[config.mk]
export PLATFORM = sky130hd
export DESIGN_NAME = anton_neopixel_stream
export DESIGN_NICKNAME = d
export VERILOG_FILES = /design/src/rtl/anton_neopixel_stream.sv
export SDC_FILE = /design/constraint.sdc
export NUM_CORES = 1
export LEC_CHECK = 0
export CORE_MARGIN = 1.5
export CORE_UTILIZATION = 57
export DETAILED_ROUTE_END_ITERATION = 6
export GPL_TIMING_DRIVEN = 0
export PLACE_DENSITY = 0.82
export SLEW_MARGIN = 20
export SYNTH_ARGS = -nofsm -noshare
export SYNTH_HDL_FRONTEND = slang
export SYNTH_SLANG_ARGS = --single-unit
[constraint.sdc]
create_clock -name busClk -period 5.14 [get_ports busClk]
set_input_delay 1.028 -clock busClk [delete_from_list [all_inputs] [get_ports busClk]]
set_output_delay 1.028 -clock busClk [all_outputs]
set_load 0.02 [all_outputs]
[src/rtl/anton_neopixel_stream.sv]
// Streams bytes from a raw pixel buffer as a NeoPixel (WS2812-style) serial waveform,
// MSB first, followed by a low latch period that ends with a one-cycle sync pulse.

`ifndef CLOG2
`define CLOG2(x) $clog2(x)
`endif
`ifndef BUFFER_END_DEFAULT
`define BUFFER_END_DEFAULT 8191
`endif

module anton_neopixel_stream #(
    parameter int  BUFFER_END  = `BUFFER_END_DEFAULT,
    parameter int  T_BIT       = 25,
    parameter int  T_0H        = 8,
    parameter int  T_1H        = 16,
    parameter int  T_SYNC      = 1000,
    localparam int BUFFER_BITS = `CLOG2(BUFFER_END + 1)
) (
    input  logic                   busClk,
    input  logic                   busResetN,
    input  logic [12:0]            regMax,
    input  logic                   regCtrlInit,
    input  logic                   regCtrlLimit,
    input  logic                   regCtrlRun,
    input  logic                   regCtrl32bit,
    output logic [BUFFER_BITS-1:0] pixelIxComb,
    input  logic [7:0]             pixelByte,
    output logic                   streamSyncOf,
    output logic                   state,
    output logic                   neoData
);

    typedef enum logic [2:0] {
        S_IDLE,
        S_FETCH,
        S_LATCH,
        S_BIT,
        S_SYNC
    } state_e;

    localparam int CW    = (BUFFER_BITS + 1 > 13) ? BUFFER_BITS + 1 : 13;
    localparam int T_MAX = (T_BIT > T_SYNC) ? T_BIT : T_SYNC;
    localparam int CNT_W = (T_MAX > 1) ? $clog2(T_MAX) : 1;

    state_e                 state_q, state_d;
    logic [BUFFER_BITS-1:0] index_q, index_d;
    logic [7:0]             shift_q, shift_d;
    logic [2:0]             bit_q, bit_d;
    logic [CNT_W-1:0]       cnt_q, cnt_d;
    logic                   limit_en_q, limit_en_d;
    logic                   mode32_q, mode32_d;
    logic                   neo_q, neo_d;

    // Index arithmetic is done wider than the buffer index so next/limit never wrap.
    logic [CW-1:0] idx_w, next_w, max_w, end_w, limit_w;
    logic          last_byte;

    assign idx_w     = CW'(index_q);
    assign next_w    = (mode32_q && idx_w[1:0] == 2'd2) ? idx_w + CW'(2) : idx_w + CW'(1);
    assign max_w     = CW'(regMax);
    assign end_w     = CW'(BUFFER_END);
    assign limit_w   = (limit_en_q && max_w < end_w) ? max_w : end_w;
    assign last_byte = (idx_w >= limit_w) || (next_w > limit_w);

    always_comb begin
        // NOTE: every variable gets a default first so no path leaves it unassigned (no latches).
        state_d    = state_q;
        index_d    = index_q;
        shift_d    = shift_q;
        bit_d      = bit_q;
        cnt_d      = cnt_q;
        limit_en_d = limit_en_q;
        mode32_d   = mode32_q;

        unique case (state_q)
            S_IDLE: begin
                index_d = '0;
                cnt_d   = '0;
                bit_d   = '0;
                if (regCtrlRun) begin
                    state_d    = S_FETCH;
                    limit_en_d = regCtrlLimit;
                    mode32_d   = regCtrl32bit;
                end
            end
            S_FETCH: state_d = S_LATCH;
            S_LATCH: begin
                shift_d = pixelByte;
                bit_d   = 3'd7;
                cnt_d   = '0;
                state_d = S_BIT;
            end
            S_BIT: begin
                if (cnt_q == CNT_W'(T_BIT - 1)) begin
                    cnt_d = '0;
                    if (bit_q != 3'd0) begin
                        bit_d   = bit_q - 3'd1;
                        shift_d = {shift_q[6:0], 1'b0};
                    end else if (last_byte) begin
                        state_d = S_SYNC;
                    end else begin
                        index_d = next_w[BUFFER_BITS-1:0];
                        state_d = S_FETCH;
                    end
                end else begin
                    cnt_d = cnt_q + 1'b1;
                end
            end
            S_SYNC: begin
                if (cnt_q == CNT_W'(T_SYNC - 1)) begin
                    cnt_d   = '0;
                    index_d = '0;
                    state_d = S_IDLE;
                end else begin
                    cnt_d = cnt_q + 1'b1;
                end
            end
            default: state_d = S_IDLE;
        endcase

        if (regCtrlInit) begin
            state_d = S_IDLE;
            index_d = '0;
            cnt_d   = '0;
            bit_d   = '0;
        end

        // Line level is computed for the upcoming cycle so the registered output lines up with the state.
        neo_d = (state_d == S_BIT) &&
                (cnt_d < (shift_d[7] ? CNT_W'(T_1H) : CNT_W'(T_0H)));
    end

    always_ff @(posedge busClk or negedge busResetN) begin
        if (!busResetN) begin
            state_q    <= S_IDLE;
            index_q    <= '0;
            shift_q    <= '0;
            bit_q      <= '0;
            cnt_q      <= '0;
            limit_en_q <= 1'b0;
            mode32_q   <= 1'b0;
            neo_q      <= 1'b0;
        end else begin
            // NOTE: non-blocking assignments so every register updates from pre-edge values.
            state_q    <= state_d;
            index_q    <= index_d;
            shift_q    <= shift_d;
            bit_q      <= bit_d;
            cnt_q      <= cnt_d;
            limit_en_q <= limit_en_d;
            mode32_q   <= mode32_d;
            neo_q      <= neo_d;
        end
    end

    assign pixelIxComb  = index_q;
    assign state        = (state_q != S_IDLE);
    assign neoData      = neo_q;
    assign streamSyncOf = (state_q == S_SYNC) && (cnt_q == CNT_W'(T_SYNC - 1)) && !regCtrlInit;

endmodule

## Yosys cells after proc, flatten, opt, wreduce, memory -nomap -nowiden

Cells that the tools add are included.

| word-level totals | value |
|---|---|
| register bits | 40 |
| input bits | 27 |
| output and inout port bits | 16 |
| word-level logic and storage cells | 77 |

| cells by class | value |
|---|---|
| $add $sub $neg | 4 |
| magnitude comparators | 4 |
| eq/ne operators | 15 |
| multiplexer cells | 27 |
| reduce and logical (&&, ||, !) cells | 18 |

Operator list:

| operator | number |
|---|---|
| $mux 13 | 6 |
| $pmux 13 s3 | 1 |
| $mux 10 | 3 |
| $pmux 10 s3 | 1 |
| $mux 3 | 9 |
| $mux 8 | 2 |
| $pmux 8 s2 | 1 |
| $ne 3x3->1 const B | 5 |
| $pmux 3 s5 | 1 |
| $add 13x1->14 const B | 1 |
| $add 13x2->14 const B | 1 |
| $gt 14x13->1 | 1 |
| $mux 14 | 1 |
| $ge 13x13->1 | 1 |
| $lt 13x13->1 const B | 1 |
| $add 10x1->10 const B | 1 |
| $eq 10x10->1 const B | 1 |
| $eq 10x5->1 const B | 1 |
| $lt 10x5->1 | 1 |
| $eq 3x2->1 const B | 3 |
| $pmux 3 s3 | 1 |
| $reduce_bool 4->1 | 2 |
| $reduce_and 3->1 | 2 |
| $reduce_bool 3->1 | 2 |
| 14 further kinds | 19 |

## Logic depth before layout (Yosys ltp)

Gate-level depths: netlist of run 1.

| logic depth | value |
|---|---|
| depth in word-level cells | 12 |
| mapped depth | 18 |
| mapped depth without buffers | 16 |

## Least setup slack after synthesis of run 1

OpenSTA, ideal clock, no wires.

| timing | value |
|---|---|
| path type | register to register |
| start point | reg index_q[0] (netlist: pixelIxComb[0]) |
| end point | reg index_q[8] (netlist: pixelIxComb[8]) |
| library setup time | 0.126 ns |
| data arrival time | 3.805 ns |
| required time | 5.014 ns |
| setup slack | 1.209 ns |
| stages on the path, launching flop included | 19 |
| buffers on the path | 2 |
| clock period less this slack | 3.931 ns |
| path through | dfrtp_1 -> inv_1 -> ha_1 -> buf_6 -> a21bo_4 -> a21oi_1 -> nand2_1 -> and2_1 -> or2_2 -> ha_1 -> a21o_1 -> a21o_1 -> a21oi_1 -> o311a_1 -> mux2i_1 -> a2111o_1 -> buf_6 -> nand2_4 -> o21ai_2 |

| on the way | value |
|---|---|
| longest elaborated chain between the ends | 8 |
| elaborated cells on any way between the ends | 15 |
| classes of those cells | add/sub (2); order compare (2); eq/ne (2); mux (6); reduce/logical (3) |

Ends and longest elaborated chain:

| element | line | RTL |
|---|---|---|
| start: declaration | 46 | `logic [BUFFER_BITS-1:0] index_q, index_d;` |
| start signal: assignment | 146 | `index_q <= index_d;` |
| parallel branches: the longest is 8 deep, another holds $add 13x1->14 | - |  |

Several ways; the timed one is not identified. The select of a mux whose other input is x is not followed.
A chain may end at the register's enable or synchronous reset.

## Worst setup path in the final report of run 1

| timing | value |
|---|---|
| start point | reg index_q[0] (netlist: pixelIxComb[0]) |
| end point | reg index_q[1] (netlist: pixelIxComb[1]) |

Same word-level chain as after synthesis.

==> out/metrics.cfg, run 1 <==
[clock_tree]
cts_hold_buf=0
cts_resized=0
clk_pin_slew_ns=0.07
cts_tree=done
post_cts_buffers=0
cts_buffers=5
cts_htree_levels=2
root_buffer=clkbuf_8
clk_latency_ns=0.29
cts_buffer_depth=2
clkSinkCount=40

[yosys]
ys_warn_count=0
synth_ff_type=dfrtp_1
ys_async_sr_fraction_pct=100
seq_area_frac_synth_pct=29.2
netlist_instances=394
syn_area_sq_um=3430
synth_cell_types=72
synth-seq-cells=40
synth-edff-count=0
syn_avg_cell_area_sq_um=8.70
syn_nets=445

[power]
power_density_nw_per_um2=207
p_leak_nw=1.70
power_uw=847
ir_drop_mv=0.188

[critical_path]
crit_path_start_kind=flip-flop
path_class=flip-flop to flip-flop
slowest_delay_ns=0.49
required_ns=5.37
endpoint_kind=flip-flop
crit_slowest_cell=a2111oi_4
path_cells=inv_1, ha_1, buf_6, nand3_2, a21oi_1, nand2_1, and2_1, or2_2, ha_1, a21o_1, a21o_1, a21oi_1, o311a_1, mux2i_1, a2111oi_4, buf_4, nand3_1, nand2_1
cp.arrival_ns=4.57
critPathMaxFanout=10

[timing]
hold_violations=0
fin_worst_skew_ns=0.00715
fin_crit_sh_pct=84.6
fmax_mhz=230
setup-violations-final=0
setup_ws_ns=0.793
worst_pin_slew_ns=0.932
relSlewSlack_pct=37.0
tns_ns=0
rsz0062_at_grt=false
layout_min_cycle_time_ns=4.35
slew_viol_final=0

[placed_design]
dp_slack_ns=0.515
port_buffers=41
dpl.hpwl_microns=6360
place.gp.congestion=0.860
dp_cells=511

[route]
via_per_inst=6.19
drtAntennaViolNets=0
vias=3211
drc=0
drt-pass1-iter-count=4
drtIter0Drc=232
wire_per_inst_microns=15.7
wl_microns=8160

[global_routing]
grt_max_degree=25
gr-total-overflow=0
grt_pass1_vias=3131
antenna_found_initial=0
grt_pass1_wl_microns=13800
grt_usage_pct=27.0

[outcome]
status=finished, final reports clean

[floorplanning]
io_pins=43
core_sq_um=5850
rows=28
dieHeight_microns=80.6
initial_utilization_pct=58.6
die_w_microns=80.6
die_area_sq_um=6490

[final_layout]
drive_gt1_share_pct=11.3
finish.utilization_pct=69.8
syn_to_final_growth_pct=19.0
n_antenna_cell=0
instances_no_fill=519
fin_nets=494

[min_path]
hold_path_class=flip-flop to flip-flop

[run]
cap_violations=0

cells in the mapped netlist (all sizes together), types with 2 or more instances:
library cell  number  share of area, %
nor3               2              0.29
nor2              28               3.1
a311oi             2              0.51
and3               3              0.55
a21oi             18               2.8
a21bo              3               1.1
a211oi             9               2.5
o311ai             3              0.77
clkbuf             9               1.0
nand4              9               1.6
nand2b             9               1.6
nor4               6               1.5
or2                5              0.91
o311a              2              0.58
nor2b             14               2.6
a21o              11               2.4
inv               14               1.5
mux2               2              0.66
o21a               2              0.44
a2111o             2              0.66
or3                3              0.55
nand3             20               3.4
nor4b              4               1.0
ha                24               8.8
xor2               8               2.0
or4                2              0.44
and2               5              0.91
o21ai             24               3.9
nand2             45               5.2
xnor2             11               2.8
o22ai             15               2.7
buf                9               2.0
o211ai             4               1.0
a32o               3              0.88
dfrtp             40                29
maj3               2              0.58
a2111oi            3               1.7
mux2i              2              0.58
report_power, final:
group,switching [mW],internal [mW],leakage [nW]
logic,0.110,0.0945,1.10
clock network,0.108,0.171,0.0645
registers,0.0205,0.343,0.536
layout by cell type, fill, tap and decap left out, drive strengths merged, types with 3 or more instances in the layout:
| master | instances |
|---|---|
| a2111oi | 3 |
| a211oi | 9 |
| a21bo | 3 |
| a21o | 11 |
| a21oi | 18 |
| a32o | 3 |
| and2 | 5 |
| and3 | 3 |
| buf | 11 |
| clkbuf | 16 |
| clkdlybuf4s50 | 40 |
| dfrtp | 40 |
| ha | 24 |
| inv | 14 |
| nand2 | 45 |
| nand2b | 9 |
| nand3 | 20 |
| nand4 | 9 |
| nor2 | 28 |
| nor2b | 14 |
| nor4 | 6 |
| nor4b | 4 |
| o211ai | 4 |
| o21ai | 24 |
| o22ai | 15 |
| o311ai | 3 |
| or2 | 5 |
| or3 | 3 |
| xnor2 | 11 |
| xor2 | 8 |
worst paths after layout:
path | from | endpoint | slack (ns) | depth (start not counted)
max | pixelIxComb[0]$_DFFE_PN0P_ | pixelIxComb[1]$_DFFE_PN0P_ | 0.79 | 18
min reg2reg | bit_q[1]$_DFFE_PN0P_ | bit_q[1]$_DFFE_PN0P_ | 0.49 | 1
max reg2reg | pixelIxComb[0]$_DFFE_PN0P_ | pixelIxComb[1]$_DFFE_PN0P_ | 0.79 | 18
min in group asynchronous | busResetN | cnt_q[5]$_DFF_PN0_ | 0.67 | 1
max in group asynchronous | busResetN | pixelIxComb[2]$_DFFE_PN0P_ | 4.01 | 2
min | bit_q[1]$_DFFE_PN0P_ | bit_q[1]$_DFFE_PN0P_ | 0.49 | 1
sequential cells by signal, summed over array words and instances (netlist names):
name         flops
limit_en_q       1
shift_q          8
state_q          3
bit_q            3
pixelIxComb     13
mode32_q         1
cnt_q           10
neoData          1
layer usage:
| layer | vias up | wire, microns | global-route usage (%) | share of wire (%) |
|---|---|---|---|---|
| li1 | 1562 | - | - | - |
| met1 | 1554 | 3550 | 31.5 | 43 |
| met2 | 85 | 4260 | 52.4 | 52 |
| met3 | 10 | 267 | 2.84 | 3.3 |
| met4 | 0 | 91 | 5.69 | 1.1 |
| met5 | - | 0 | 0 | 0 |
worst max-delay path: cells and delay by family (launching register included):
kind | cells | cell delay, ns
AO/OA/AOI/OAI | 6 | 1.55
AND/OR/NAND/NOR | 6 | 1.03
flip-flops | 1 | 0.43
multiplexers | 1 | 0.17
adder cells (fa/ha/maj) | 2 | 0.50
buffers and inverters | 3 | 0.60
through the flow:
stage	hold WS, ns	instance area, sq um
floorplan	0.450	3430
global placement	0.464	3930
detailed placement	0.475	3960
CTS	0.491	4080
global route	0.520	4080
finish	0.487	4080
kinds of logic (layout without fill, tap and decap cells):
group | after synthesis | in the layout | synth area share (%)
mux | 4 | 4 | 1.24
xor+xnor | 19 | 19 | 4.85
simple gates | 163 | 163 | 26.1
flops | 40 | 40 | 29.2
buf+inv | 32 | 82 | 4.56
fa+ha+maj | 26 | 26 | 9.34
compound gates | 110 | 110 | 24.7
area by class of cell:
class	count	area, sq um
Tap cell	75	93.8
Fill cell	474	1770
Clock inverter	1	30.0
Timing Repair Buffer	42	433
Multi-Input combinational cell	322	2270
Inverter	14	52.6
Buffer	18	104
Clock buffer	7	96.3
Sequential cell	40	1000
No activity file was read; power rests on OpenSTA's default activity.
==> run 2: changes to the inputs <==
clock period = 4.1 ns   (was 5.14 ns; I/O delays follow)
==> run 2 against run 1 <==
Net effect: setup slack worse by 0.69 ns; total power is 26% higher; clock skew is 0.0016 ns lower; register-to-register slack worse by 0.69 ns; core utilization is 2.7 points higher; count of clock-buffer cells in the layout stayed put; die area stayed put; first-iteration DRC count stayed put.
==> out/metrics.cfg, run 2 (synthesized netlist as in run 1, its figures left out) <==
[outcome]
status=finished, final reports clean

[final_layout]
syn_to_final_growth_pct=23.6
seqCellArea_sq_um=1000  ; +0.12%
fillerInstances=444  ; -6.3%
final_cell_mix=42 x nand2_1, 39 x dfrtp_1, 37 x clkdlybuf4s50_1
largest_reg_flops=13  ; unchanged
layout_commonest_cell=nand2_1
n_antenna_cell=0  ; unchanged
multi_input_area_sq_um=2350  ; +3.5%
fin_nets=502  ; +1.6%
instances_no_fill=527  ; +1.5%
drive_gt1_share_pct=15.3  ; +4.0 points

[critical_path]
required_ns=4.31  ; -1.06 ns
cp.arrival_ns=4.21  ; -0.36 ns
critPathTopFamily=compound AO/OA/AOI/OAI gates
slowest_delay_ns=0.53  ; +0.04 ns
crit_cells=17  ; -1
crit_slowest_cell=a2111oi_4
ff2ff_path_depth=17  ; -1
crit_path_start_kind=flip-flop
critPathMaxFanout=9  ; -1
path_common_cell=ha_1
path_class=flip-flop to flip-flop
endpoint_kind=flip-flop
path_buf_inv=3  ; unchanged
path_cells=inv_4, ha_1, buf_6, and2_4, o21ai_1, and2_1, or2_2, ha_1, nand2_1, a2111oi_2, o221ai_2, nor4_4, mux2i_4, a2111oi_4, buf_4, o21ai_0, o21ai_2

[clock_tree]
cts_buffers=5  ; unchanged
clk_pin_slew_ns=0.07  ; about the same
clkSinkCount=40  ; unchanged
clk_latency_ns=0.29  ; about the same
root_buffer=clkbuf_8
cts_tree=done
cts_htree_levels=2  ; unchanged
cts_buffer_depth=2  ; unchanged

[timing]
hold_violations=0  ; unchanged
relSlewSlack_pct=53.2  ; +16 points
worst_pin_slew_ns=0.695  ; -0.236 ns
fin_crit_sh_pct=97.5  ; +13 points
fmax_mhz=250  ; +8.7%
setup-violations-final=0  ; unchanged
slew_viol_final=0  ; unchanged
layout_min_cycle_time_ns=4.00  ; -0.348 ns
fin_worst_skew_ns=0.00551  ; -0.00165 ns

[run]
cap_violations=0  ; unchanged

[placed_design]
place.gp.congestion=0.860  ; unchanged
dp_cells=511  ; unchanged
port_buffers=41  ; unchanged
dpl.hpwl_microns=6360  ; unchanged

[power]
power_mw=1.07  ; +26%
switching_share_pct=28.4  ; +0.26 points
p_switching_uw=303  ; +27%
p_int_uw=764  ; +26%
pwr-share-seq_pct=42.7  ; -0.2 points
p_leak_nw=1.77  ; +4.3%
power_density_nw_per_um2=252  ; +21%
clkPwrFrac_pct=32.7  ; -0.2 points
combPwrFrac_pct=24.7  ; +0.5 points
ir_drop_mv=0.237  ; +26%

[route]
vias=3298  ; +2.7%
drt-pass1-iter-count=5  ; +1
drtAntennaViolNets=0  ; unchanged
drtIter0Drc=232  ; unchanged
via_per_inst=6.26  ; +1.2%
wire_per_inst_microns=16.2  ; +3.1%
wl_microns=8540  ; +4.6%
drc=0  ; unchanged

[floorplanning]
die_w_microns=80.6  ; unchanged
initial_utilization_pct=58.6  ; unchanged
die_area_sq_um=6490  ; unchanged
core_sq_um=5850  ; unchanged
dieHeight_microns=80.6  ; unchanged
rows=28  ; unchanged
io_pins=43  ; unchanged

[min_path]
hold_path_class=input port to async pin

[global_routing]
grt_pass1_vias=3139  ; +0.26%
gr-total-overflow=0  ; unchanged
grt_usage_pct=27.2  ; +0.17 points
grt_max_degree=25  ; unchanged
antenna_found_initial=0  ; unchanged
grt_pass1_wl_microns=13900  ; +0.75%

==> run 2: cell count changes in the layout (fill, tap and decap cells not counted), moves of 2 or more <==
| cell | change |
|---|---|
| a21oi_1 | -2 |
| buf_4 | +7 |
| clkdlybuf4s50_1 | -3 |
| dlymetal6s2s_1 | +3 |
==> run 2: final timing paths <==
kind,from,end,slack (ns)
worst max-delay path,pixelIxComb[0]$_DFFE_PN0P_,pixelIxComb[0]$_DFFE_PN0P_,0.10
worst min-delay path,busResetN,cnt_q[5]$_DFF_PN0_,0.46
worst max register to register,pixelIxComb[0]$_DFFE_PN0P_,pixelIxComb[0]$_DFFE_PN0P_,0.10
worst min register to register,bit_q[1]$_DFFE_PN0P_,bit_q[1]$_DFFE_PN0P_,0.48
max in group asynchronous,busResetN,pixelIxComb[0]$_DFFE_PN0P_,3.17
min in group busClk,bit_q[1]$_DFFE_PN0P_,bit_q[1]$_DFFE_PN0P_,0.48
==> run 2: area by class of cell <==
type                       instances  area share, %
buffer                            18           2.54
clock buffer                       7           2.27
clock inverter                     1          0.709
inverter                          14           1.30
multi-input combinational        322           55.5
sequential                        40           23.6
tap                               75           2.21
timing repair buffer              50           11.8
==> run 2: stage by stage <==
| step | setup TNS (ns) | util [%] | instance area (sq um) | hold slack, ns | setup slack [ns] |
|---|---|---|---|---|---|
| global placement | -3.18 | 67.2 | 3930 | 0.464 | -0.233 |
| CTS | 0 | 70.1 | 4100 | 0.468 | 0.00491 |
| global route | -0.0217 | 72.4 | 4240 | 0.492 | -0.0139 |
| detailed placement | -4.23 | 67.6 | 3960 | 0.475 | -0.317 |
| finish | 0 | 72.4 | 4240 | 0.461 | 0.101 |
| floorplan | 0 | - | 3430 | 0.450 | 0.169 |
==> run 2: worst register-to-register path, delay by kind of cell (launching register included) <==
family / cells / cell delay [ns]
buffers and inverters: 3 / 0.41
AOI/OAI and AO/OA: 6 / 1.30
muxes: 1 / 0.16
adders and majority gates: 2 / 0.46
DFF: 1 / 0.46
and+or+nand+nor: 5 / 1.14
==> run 2: repair_timing <==
| action | 4_1_cts | 5_1_grt |
|---|---|---|
| gates resized for setup | 3 | 20 |
| endpoints found under the setup margin | 14 | 15 |
| gates cloned | 0 | 1 |
| pin swaps | 1 | 6 |
| setup buffers | 1 | 6 |
| hold buffers | 0 | 0 |
==> run 2: power by group through the flow <==
stage               Clock (mW)  Sequential [mW]  Combinational, mW
global placement             0            0.460              0.243
floorplan                    0            0.456              0.173
CTS                      0.355            0.455              0.257
detailed placement           0            0.462              0.254
finish                   0.349            0.456              0.263
global route             0.369            0.460              0.291
==> run 2: per-layer routing <==
metal / vias up / wire length [microns] / global-route usage (%) / share of wire, %
met4: 0 / 133 / 5.69 / 1.6
met2: 100 / 4430 / 52.6 / 52
met3: 16 / 337 / 2.84 / 3.9
li1: 1587 / - / - / -
met5: - / 0 / 0 / 0
met1: 1595 / 3640 / 31.8 / 43
==> run 3: changes to the inputs <==
clock period = 4 ns   (was 4.1 ns; I/O delays follow)
==> run 3 against run 2 <==
Net effect: flip-flop and latch count stayed put; non-clock buffer count is 1 lower; combinational power is 2% higher.
==> out/metrics.cfg, run 3 (synthesized netlist as in run 1, its figures left out) <==
[critical_path]
crit_slowest_cell=clkdlybuf4s50_1
slowest_delay_ns=0.50  ; -0.03 ns
critPathTopFamily=compound AO/OA/AOI/OAI gates
crit_path_start_kind=input port
required_ns=4.22  ; -0.09 ns
path_cells=clkdlybuf4s50_1, nand4_1, o41a_1, nor2b_1, ha_1, a21o_1, a21o_1, a21oi_2, o311a_4, o211ai_2, a2111oi_4, buf_4, o21ai_0, o21ai_2
cp.arrival_ns=4.09  ; -0.12 ns
path_class=input port to flip-flop
endpoint_kind=flip-flop
path_buf_inv=2  ; -1
critPathMaxFanout=3  ; -6
path_common_cell=a21o_1

[timing]
hold_slack_ns=0.443  ; -0.0186 ns
layout_min_cycle_time_ns=3.87
setup-violations-final=0  ; unchanged
slew_viol_final=0  ; unchanged
setup_ws_ns=0.130  ; +0.0295 ns
hold_violations=0  ; unchanged
fmax_mhz=258
tns_ns=0  ; unchanged
worst_pin_slew_ns=0.708  ; +0.0133 ns
relSlewSlack_pct=52.3  ; -0.90 points
fin_worst_skew_ns=0.00738  ; +0.00187 ns
fin_crit_sh_pct=96.7

[power]
power_density_nw_per_um2=259  ; +2.7%
power_mw=1.09  ; +2.5%
p_leak_nw=1.77  ; -0.19%
ir_drop_mv=0.243  ; +2.5%

[final_layout]
drive_gt1_share_pct=15.1  ; -0.19 points
final_area_sq_um=4230  ; -0.24%
instances_no_fill=526  ; -0.19%
layout_commonest_cell=nand2_1
fin_nets=501  ; -0.20%
largest_reg_flops=13  ; unchanged
n_antenna_cell=0  ; unchanged
syn_to_final_growth_pct=23.3
final_cell_mix=42 x nand2_1, 40 x dfrtp_1, 37 x clkdlybuf4s50_1
finish.utilization_pct=72.3  ; -0.17 points

[min_path]
hold_path_class=input port to async pin

[clock_tree]
clk_latency_ns=0.29  ; about the same
cts_hold_buf=0  ; unchanged
cts_htree_levels=2  ; unchanged
root_buffer=clkbuf_8
cts_buffer_depth=2  ; unchanged
cts_buffers=5  ; unchanged
cts_tree=done
clkSinkCount=40  ; unchanged
clk_pin_slew_ns=0.07  ; about the same

[global_routing]
grt_usage_pct=28.0  ; +0.79 points
grt_max_degree=25  ; unchanged
gr-total-overflow=0  ; unchanged
antenna_found_initial=0  ; unchanged
grt_pass1_vias=3214  ; +2.4%
grt_pass1_wl_microns=14200  ; +2.3%

[run]
cap_violations=0  ; unchanged

[floorplanning]
dieHeight_microns=80.6  ; unchanged
die_area_sq_um=6490  ; unchanged
io_pins=43  ; unchanged
core_sq_um=5850  ; unchanged
initial_utilization_pct=58.6  ; unchanged
die_w_microns=80.6  ; unchanged
rows=28  ; unchanged

[route]
wl_microns=8620  ; +0.88%
vias=3340  ; +1.3%
wire_per_inst_microns=16.4  ; +1.1%
drt-pass1-iter-count=4  ; -1
drtIter0Drc=219  ; -5.6%
drc=0  ; unchanged
via_per_inst=6.35  ; +1.5%
drtAntennaViolNets=0  ; unchanged

[placed_design]
port_buffers=41  ; unchanged
dp_slack_ns=-0.397  ; -0.0800 ns
place.gp.congestion=0.860  ; unchanged
dp_cells=511  ; unchanged
dpl.hpwl_microns=6360  ; unchanged
place_area_sq_um=3960  ; unchanged

[outcome]
status=finished, final reports clean

[run 3: cell count changes in the layout (fill, tap and decap cells not counted), sizes merged]
cell / previous run / this run
buf: 19 / 18
[run 3: final cells by class]
type / instances / area [sq um]
repair buffers: 49 / 493
clock buffers: 7 / 96.3
fillers: 447 / 1620
multi-input cells: 322 / 2350
inverters: 14 / 52.6
flip-flops and latches: 40 / 1000
clock inverters: 1 / 30.0
well taps: 75 / 93.8
plain buffers: 18 / 108
[run 3: final timing paths]
kind,slack (ns),endpoint,start,depth (start not counted)
max in group asynchronous,3.10,pixelIxComb[0]$_DFFE_PN0P_,busResetN,2
min reg2reg,0.49,bit_q[1]$_DFFE_PN0P_,bit_q[1]$_DFFE_PN0P_,1
max reg2reg,0.14,pixelIxComb[0]$_DFFE_PN0P_,pixelIxComb[0]$_DFFE_PN0P_,17
min,0.44,cnt_q[5]$_DFF_PN0_,busResetN,1
min in group busClk,0.49,bit_q[1]$_DFFE_PN0P_,bit_q[1]$_DFFE_PN0P_,1
max,0.13,pixelIxComb[0]$_DFFE_PN0P_,regMax[10],14
[run 3: metal layers]
layer,part of all wire (%),wire [microns],vias up,track usage [%]
met3,3.5,304,22,3.18
met1,42,3660,1623,32.0
li1,-,-,1583,-
met5,0,0,-,0
met2,52,4470,112,53.4
met4,2.2,189,0,8.97
[run 3: where the power goes]
part           switching (mW)  total (mW)  internal (mW)
Clock                   0.138       0.358          0.220
Sequential             0.0266       0.467          0.441
Combinational           0.147       0.269          0.122
[run 3: repair_timing]
action,4_1_cts,5_1_grt
gates cloned,0,0
hold endpoints to repair,0,0
setup endpoints to repair,15,15
pin swaps,1,6
resized for setup,7,14
setup buffers,2,5
